<file path="src/rtl/mem_store_unit_pkg.sv">
// Package shared by the store unit and its lane aligner.
// Holds the RISC-V store funct3 codes, the error-cause codes reported on
// err_cause, and the FSM state encoding of mem_store_unit.
package mem_store_unit_pkg;

  // Store width encodings (funct3 field of S-type instructions).
  localparam logic [2:0] F3_SB = 3'b000;
  localparam logic [2:0] F3_SH = 3'b001;
  localparam logic [2:0] F3_SW = 3'b010;

  // Fault causes, meaningful only while err is high.
  localparam logic [1:0] CAUSE_NONE     = 2'b00;
  localparam logic [1:0] CAUSE_MISALIGN = 2'b01;
  localparam logic [1:0] CAUSE_TIMEOUT  = 2'b10;
  localparam logic [1:0] CAUSE_ILLEGAL  = 2'b11;

  typedef enum logic [1:0] {
    ST_IDLE     = 2'b00,
    ST_WAIT_ACK = 2'b01,
    ST_RESP     = 2'b10
  } state_e;

endpackage : mem_store_unit_pkg

</file>
<file path="src/rtl/mem_store_unit_align.sv">
// store_align: purely combinational lane shifter / strobe generator.
// Ports:
//   funct3     in  3   store width (SB/SH/SW)
//   addr_lo    in  2   address[1:0]
//   store_data in  32  rs2 value, data in the low bits
//   wdata      out 32  data replicated into every lane it may occupy
//   wstrb      out 4   byte enables, bit n = byte lane n
//   misaligned out 1   legal width but address not naturally aligned
//   illegal    out 1   funct3 is not a store width (wins over misaligned)
module store_align
  import mem_store_unit_pkg::*;
(
  input  logic [2:0]  funct3,
  input  logic [1:0]  addr_lo,
  input  logic [31:0] store_data,
  output logic [31:0] wdata,
  output logic [3:0]  wstrb,
  output logic        misaligned,
  output logic        illegal
);

  always_comb begin
    wdata      = 32'h0;
    wstrb      = 4'b0000;
    misaligned = 1'b0;
    illegal    = 1'b0;
    case (funct3)
      F3_SB: begin
        wdata = {4{store_data[7:0]}};
        wstrb = 4'b0001 << addr_lo;
      end
      F3_SH: begin
        wdata      = {2{store_data[15:0]}};
        wstrb      = addr_lo[1] ? 4'b1100 : 4'b0011;
        misaligned = addr_lo[0];
      end
      F3_SW: begin
        wdata      = store_data;
        wstrb      = 4'b1111;
        misaligned = (addr_lo != 2'b00);
      end
      default: begin
        // Illegal width: no lanes, and misaligned stays low so the
        // illegal cause always wins.
        illegal = 1'b1;
      end
    endcase
  end

endmodule : store_align

</file>
<file path="src/rtl/mem_store_unit.sv">
// mem_store_unit: takes one store at a time from the EX/MEM stage, checks
// width/alignment, issues a single word-aligned write to memory and reports
// completion (done) or a fault (err + err_cause + fault_addr).
//
// Handshake: a store is accepted on a rising edge where req_valid && req_ready;
// req_ready is high only in IDLE. mem_req stays high with stable addr/data/strb
// until the edge on which mem_ack is sampled high, or until the wait limit.
//
// Ports:
//   clk, rst            clock, synchronous active-high reset
//   req_valid/req_ready store request handshake
//   funct3, address, store_data  store description from EX
//   mem_req/mem_addr/mem_wdata/mem_wstrb/mem_ack  memory write port
//   done, err           one-cycle completion / fault pulses (never together)
//   err_cause, fault_addr  fault details, valid while err=1
//   stall               high whenever not IDLE
//   dbg_state           current FSM state
module mem_store_unit
  import mem_store_unit_pkg::*;
#(
  parameter int TIMEOUT = 16
) (
  input  logic        clk,
  input  logic        rst,
  input  logic        req_valid,
  output logic        req_ready,
  input  logic [2:0]  funct3,
  input  logic [31:0] address,
  input  logic [31:0] store_data,
  output logic        mem_req,
  output logic [31:0] mem_addr,
  output logic [31:0] mem_wdata,
  output logic [3:0]  mem_wstrb,
  input  logic        mem_ack,
  output logic        done,
  output logic        err,
  output logic [1:0]  err_cause,
  output logic [31:0] fault_addr,
  output logic        stall,
  output state_e      dbg_state
);

  // Last count value before giving up on mem_ack.
  localparam logic [7:0] WAIT_LIMIT = 8'(TIMEOUT - 1);

  state_e      state_q, state_d;
  logic [7:0]  cnt_q, cnt_d;
  logic [31:0] addr_q, addr_d;
  logic [31:0] wdata_q, wdata_d;
  logic [3:0]  wstrb_q, wstrb_d;
  logic        fault_q, fault_d;
  logic [1:0]  cause_q, cause_d;
  logic [31:0] fault_addr_q, fault_addr_d;

  logic [31:0] al_wdata;
  logic [3:0]  al_wstrb;
  logic        al_misaligned;
  logic        al_illegal;

  store_align u_align (
    .funct3     (funct3),
    .addr_lo    (address[1:0]),
    .store_data (store_data),
    .wdata      (al_wdata),
    .wstrb      (al_wstrb),
    .misaligned (al_misaligned),
    .illegal    (al_illegal)
  );

  always_comb begin
    state_d      = state_q;
    cnt_d        = cnt_q;
    addr_d       = addr_q;
    wdata_d      = wdata_q;
    wstrb_d      = wstrb_q;
    fault_d      = fault_q;
    cause_d      = cause_q;
    fault_addr_d = fault_addr_q;

    case (state_q)
      ST_IDLE: begin
        if (req_valid) begin
          // Original address is kept for any later fault report.
          fault_addr_d = address;
          if (al_illegal) begin
            state_d = ST_RESP;
            fault_d = 1'b1;
            cause_d = CAUSE_ILLEGAL;
          end else if (al_misaligned) begin
            state_d = ST_RESP;
            fault_d = 1'b1;
            cause_d = CAUSE_MISALIGN;
          end else begin
            state_d = ST_WAIT_ACK;
            cnt_d   = 8'd0;
            addr_d  = {address[31:2], 2'b00};
            wdata_d = al_wdata;
            wstrb_d = al_wstrb;
            fault_d = 1'b0;
            cause_d = CAUSE_NONE;
          end
        end
      end
      ST_WAIT_ACK: begin
        // An ack on the limit cycle still counts as success.
        if (mem_ack) begin
          state_d = ST_RESP;
          fault_d = 1'b0;
          cause_d = CAUSE_NONE;
        end else if (cnt_q == WAIT_LIMIT) begin
          state_d = ST_RESP;
          fault_d = 1'b1;
          cause_d = CAUSE_TIMEOUT;
        end else begin
          cnt_d = cnt_q + 8'd1;
        end
      end
      ST_RESP: begin
        state_d = ST_IDLE;
      end
      default: begin
        state_d = ST_IDLE;
      end
    endcase
  end

  always_ff @(posedge clk) begin
    if (rst) begin
      state_q      <= ST_IDLE;
      cnt_q        <= 8'd0;
      addr_q       <= 32'h0;
      wdata_q      <= 32'h0;
      wstrb_q      <= 4'b0000;
      fault_q      <= 1'b0;
      cause_q      <= CAUSE_NONE;
      fault_addr_q <= 32'h0;
    end else begin
      state_q      <= state_d;
      cnt_q        <= cnt_d;
      addr_q       <= addr_d;
      wdata_q      <= wdata_d;
      wstrb_q      <= wstrb_d;
      fault_q      <= fault_d;
      cause_q      <= cause_d;
      fault_addr_q <= fault_addr_d;
    end
  end

  // All handshake/pulse outputs decode directly from registered state.
  assign req_ready  = (state_q == ST_IDLE);
  assign mem_req    = (state_q == ST_WAIT_ACK);
  assign mem_addr   = addr_q;
  assign mem_wdata  = wdata_q;
  assign mem_wstrb  = wstrb_q;
  assign done       = (state_q == ST_RESP) && !fault_q;
  assign err        = (state_q == ST_RESP) && fault_q;
  assign err_cause  = cause_q;
  assign fault_addr = fault_addr_q;
  assign stall      = (state_q != ST_IDLE);
  assign dbg_state  = state_q;

endmodule : mem_store_unit
</file>
<file path="config.mk">
export PLATFORM = sky130hd
export DESIGN_NAME = mem_store_unit
export DESIGN_NICKNAME = d
export VERILOG_FILES = /design/src/rtl/mem_store_unit_pkg.sv /design/src/rtl/mem_store_unit_align.sv /design/src/rtl/mem_store_unit.sv
export SDC_FILE = /design/constraint.sdc
export NUM_CORES = 1
export LEC_CHECK = 0
export CAP_MARGIN = 0
export CELL_PAD_IN_SITES_DETAIL_PLACEMENT = 0
export CELL_PAD_IN_SITES_GLOBAL_PLACEMENT = 1
export CORE_MARGIN = 10
export CORE_UTILIZATION = 30
export DETAILED_ROUTE_END_ITERATION = 10
export PLACE_DENSITY_LB_ADDON = 0.25
export SLEW_MARGIN = 20
export SYNTH_ARGS = -nofsm -noshare
export SYNTH_HDL_FRONTEND = slang
export SYNTH_SLANG_ARGS = --single-unit
</file>
<file path="constraint.sdc">
create_clock -name clk -period 2.5 [get_ports clk]
set_input_delay 0.625 -clock clk [delete_from_list [all_inputs] [get_ports clk]]
set_output_delay 0.625 -clock clk [all_outputs]
set_load 0.02 [all_outputs]
</file>
After elaboration in Yosys (flattened, before gate mapping)
Index checks and enable logic that the tools add are counted.
{ "totals": {"reg_bits": 111, "latchBits": 0, "ramBits": 0, "mem_bits_ro": 0, "input_bits": 71, "wordCells": 63, "n_memories": 0} }
{ "op_classes": {"n_addsub": 1, "multipliers": 0, "n_div": 0, "order_cmp": 0, "eq_ne": 11, "shifts": 1, "n_mux": 27, "bitwise": 1, "reduce_logical": 14} }
{ "ops": {"columns": ["operator", "n"], "rows": [
  ["32-bit one-hot mux with 3 select lines", 1],
  ["8-bit 2-to-1 mux", 5],
  ["2-bit 2-to-1 mux", 8],
  ["8-bit one-hot mux with 2 select lines", 1],
  ["4-bit one-hot mux with 3 select lines", 1],
  ["2-bit inequality test (second input constant)", 5],
  ["8-bit by 1-bit adder with 8-bit output (second input constant)", 1],
  ["8-bit by 4-bit equality test with 1-bit output (second input constant)", 1],
  ["2-bit one-hot mux with 2 select lines", 2],
  ["1-bit 2-to-1 mux", 6],
  ["6-bit AND reduction", 1],
  ["2-bit nonzero test", 3],
  ["4-bit 2-to-1 mux", 1],
  ["1-bit one-hot mux with 2 select lines", 2],
  ["2-bit AND reduction", 2],
  ["4-bit AND reduction", 1],
  ["1-bit by 2-bit left shift with 4-bit output (first input constant)", 1],
  ["3-bit by 1-bit equality test with 1-bit output (second input constant)", 1],
  ["3-bit by 2-bit equality test with 1-bit output (second input constant)", 1],
  ["3-bit zero test", 1],
  ["3-bit by 1-bit inequality test with 1-bit output (second input constant)", 1],
  ["3-bit AND reduction", 1],
  ["3-bit OR reduction", 1],
  ["2-bit by 1-bit equality test with 1-bit output (second input constant)", 1],
  ["5 further kinds", 6]
]} }

Logic depth before layout (Yosys ltp)
{ "depth": {"ltp_word": 6, "ltp_mapped": 9, "mapped_depth_nobuf": 6} }

Hierarchy
A second synthesis with hierarchy kept.
{ "hier_totals": {"cells_unflattened": 615, "area_unflattened_um2": 4652.0} }
{ "by_module_without_submodules": {"columns": ["module", "instances", "cells_each", "area_each_um2"], "rows": [
  ["mem_store_unit", 1, 514, 4080.2],
  ["store_align", 1, 101, 571.8]
]} }

Worst setup path after synthesis
OpenSTA, ideal clock, no wires.
{ "synth_path": {"path_kind": "input to register", "from": "in address[0]", "to": "reg wdata_q[16] (netlist: mem_wdata[16])", "setup_ns": 0.070, "arrival_time_ns": 1.862, "path_slack_ns": 0.568, "cell_stages": 6, "path_buffers": 1, "cell_sequence": "or3_1 a21oi_2 nand2_2 buf_6 or3_1 a21oi_1"} }
{ "synth_between": {"elab_chain_len": 4} }
{ "synth_rtl": {"columns": ["item", "line", "rtl"], "rows": [
  ["start, declared", "mem_store_unit.sv:28", "input logic [31:0] address,"],
  ["2-bit nonzero test", "mem_store_unit_align.sv:40", "misaligned = (addr_lo != 2'b00);"],
  ["1-bit one-hot mux with 2 select lines *", "mem_store_unit_align.sv:27", "case (funct3)"],
  ["1-bit inverter (no source line) *", null, null],
  ["4-bit AND reduction (no source line) *", null, null],
  ["end signal, assigned", "mem_store_unit.sv:141", "wdata_q <= wdata_d;"],
  ["end, declared", "mem_store_unit.sv:49", "logic [31:0] wdata_q, wdata_d;"]
]} }
Mark *: on every way between the ends. The rest lies on a longest branch, timed or not.
A chain may end at the register's enable or synchronous reset.

Worst setup path in the final report
{ "layout_path": {"from": "reg state_q[0] (netlist: dbg_state[0])", "to": "out done"} }
{ "layout_between": {"elab_chain_len": 2} }
{ "layout_rtl": {"columns": ["item", "line", "rtl"], "rows": [
  ["start, declared", "mem_store_unit.sv:46", "state_e state_q, state_d;"],
  ["start signal, assigned", "mem_store_unit.sv:138", "state_q <= state_d;"],
  ["2-bit equality test", "mem_store_unit.sv:155", "assign done = (state_q == ST_RESP) && !fault_q;"],
  ["1-bit logical AND", "mem_store_unit.sv:155", null],
  ["end, declared", "mem_store_unit.sv:35", "output logic done,"]
]} }
Every way passes these cells.

==> run metrics <==
Syn. warnings 0; synth top area cells dfxtp_1, nand2_1, a21oi_1; ys async rst share 0%; Hold Vio Cnt, Final 0; initial antenna violation count 1; post-CTS sizing 0; Ports 180; Post-synth EDFFs 0; share of cells above drive strength 1 6.84%; Static Leakage 2.38 nW; Nets 828; worst slack, placed -39.5 ps; Max Cap Violations 0; Mean Syn Cell Area 7.64 um^2; DIE HEIGHT 142 um; most numerous cell in the Yosys netlist nand2_1; worst path required time 1880 ps; register area share after synthesis 49.6%; first-pass GRT wire length 24700 um; Slew @ Worst Pin 513 ps; # rows 44; post-layout util 46.6%; dpl cells 929; CTS root buffer clkbuf_16; DRC Markers 0; relative slew slack 65.8%; hold path start mem_wdata[13]$_SDFFE_PP0P_; setup bufs post-CTS 0; effective utilization at floorplan 30.7%; Buffers on Ports 177; CTS H-tree depth 3; Final Non-Filler Cells 945; Synth top area share 49.6%; CP max-delay cell clkdlybuf4s50_1; RSZ-0062 raised after global routing no; CP Launch Type flip-flop; pwr dens 607 nW/um^2; Fin Hold WS 454 ps; setup violators final 0; crit path kind flip-flop to primary output; synthesized area 4480 um^2; Vias/cell 4.78; reg2reg end cnt_q[7]$_SDFFE_PP0P_; clk_skew 6.60 ps; die area 20200 um^2; Reg-to-Reg Start cnt_q[0]$_SDFFE_PP0P_; Crit Path Max Fanout 5; Die Width 142 um; CTS tree built; R2R depth 6; period utilisation layout 93.3%; Hold WC Path Type flip-flop to flip-flop; critical path's largest stage delay 550 ps; Final ANT Viol Nets 0; routed wire length 15700 um; Worst Hold Depth 2; Worst-path clk slew 70 ps; total track usage 15.3%; GRT overflow 0; Total Power 4.13 mW; Post-CTS Hold Fix Bufs 0; Hold EP mem_wdata[13]$_SDFFE_PP0P_; drt pass-1 iters 4; Post-Place Cell Area 6510 um^2; dpl hpwl 12000 um; TritonCTS Buffers 9; IR drop worst, VDD 469 uV; CP endpoint kind primary output; Design Area, Final 6790 um^2; flop2flop setup slack 580 ps; Mapped Cells 586; synthesized flop and latch total 111; via count 4520; Starting DRT DRC Count 252; setup TNS 0 ps; gpl congestion 0.871; Final min period 2330 ps; setup ws final 167 ps; Clock Sinks 111; Core ar. 14600 um^2; synth unique cells 41; Layout fillers 1449; post-synth top area cell dfxtp_1; Crit path arrival time 1710 ps; ys flop type dfxtp_1; Wirelength per Cell 16.7 um; CP Cell Sequence inv_1, and3_1, clkdlybuf4s50_1; status finished clean; vias in the first global route 4567; Synth top cells by count nand2_1, a21oi_1, dfxtp_1; clk_lat worst skew 350 ps; clk buf depth 2; pin count of the biggest net entering global routing 46; Slew Viols, Final 0; Max Freq 429 MHz; synthesis-to-layout area growth 51.7%
## power breakdown
part	switching [mW]	internal, mW	total (mW)
Combinational	0.456	0.387	0.843
Sequential	0.0511	1.85	1.90
Clock	0.652	0.729	1.38
## metal layers
layer	vias up	share of wire (%)	global-route usage, %
met3	7	11	8.14
met1	2081	41	17.3
met2	145	47	25.0
met4	0	0.70	3.50
li1	2287	-	-
met5	-	0	0
## area by class of cell
| class | count | area, um^2 | area share, % |
|---|---|---|---|
| diodes | 1 | 2.50 | 0.0368 |
| flip-flops and latches | 111 | 2220 | 32.7 |
| clock inverters | 4 | 30.0 | 0.442 |
| multi-input cells | 425 | 2020 | 29.7 |
| clock buffers | 11 | 253 | 3.72 |
| repair buffers | 203 | 2010 | 29.7 |
| well taps | 184 | 230 | 3.39 |
| inverters | 6 | 22.5 | 0.331 |
## registers in the layout (all words and copies together) (netlist names)
| signal | count |
|---|---|
| fault_addr | 32 |
| cnt_q | 8 |
| mem_addr | 30 |
| fault_q | 1 |
| err_cause | 2 |
| mem_wdata | 32 |
| mem_wstrb | 4 |
| dbg_state | 2 |
## cell families (layout without fill, tap and decap cells)
family / Yosys count / after routing / share of synthesized area (%)
buf+inv: 51 / 224 / 5.42
simple gates: 250 / 250 / 23.9
fa+ha+maj: 1 / 1 / 0.279
mux: 1 / 1 / 0.223
compound gates: 171 / 171 / 20.5
flops: 111 / 111 / 49.6
other cells: 1 / 3 / 0.0837
## cells in the final DEF, fill, tap and decap left out, drive strengths merged
cell	count
nor3	1
a211oi	2
o31ai	1
or4	1
a31oi	1
buf	27
o2111ai	1
inv	7
nand2b	4
o211ai	1
clkinvlp	1
conb	2
nand3	1
nor2b	11
and2	1
or3	16
nor3b	1
a211o	1
o21ai	25
diode	1
nand3b	1
ha	1
a221oi	2
a21oi	135
clkinv	2
nor2	4
mux2i	1
nand4	3
nand2	201
dfxtp	111
clkdlybuf4s50	176
clkbuf	11
a21o	2
nor4	1
and3	4
## how the worst max path moves through the flow
stage,startpoint,to,slack [ps],cells past startpoint
2_1_floorplan,address[0],mem_wdata[16]$_SDFFE_PP0P_,570,6
3_3_place_gp,funct3[1],cnt_q[7]$_SDFFE_PP0P_,20,6
3_5_place_dp,address[0],mem_addr[26]$_SDFFE_PP0P_,-40,8
4_1_cts,dbg_state[0]$_SDFFE_PP0P_,done,130,3
5_1_grt,dbg_state[0]$_SDFFE_PP0P_,mem_req,50,3
6_report,dbg_state[0]$_SDFFE_PP0P_,done,170,3
## worst max-delay path: cells and delay by family (launching register included)
family	cells	cell delay (ps)
buffers and inverters	2	680
AND/OR/NAND/NOR	1	210
flip-flops	1	470
(Power assumes the default switching activity.)
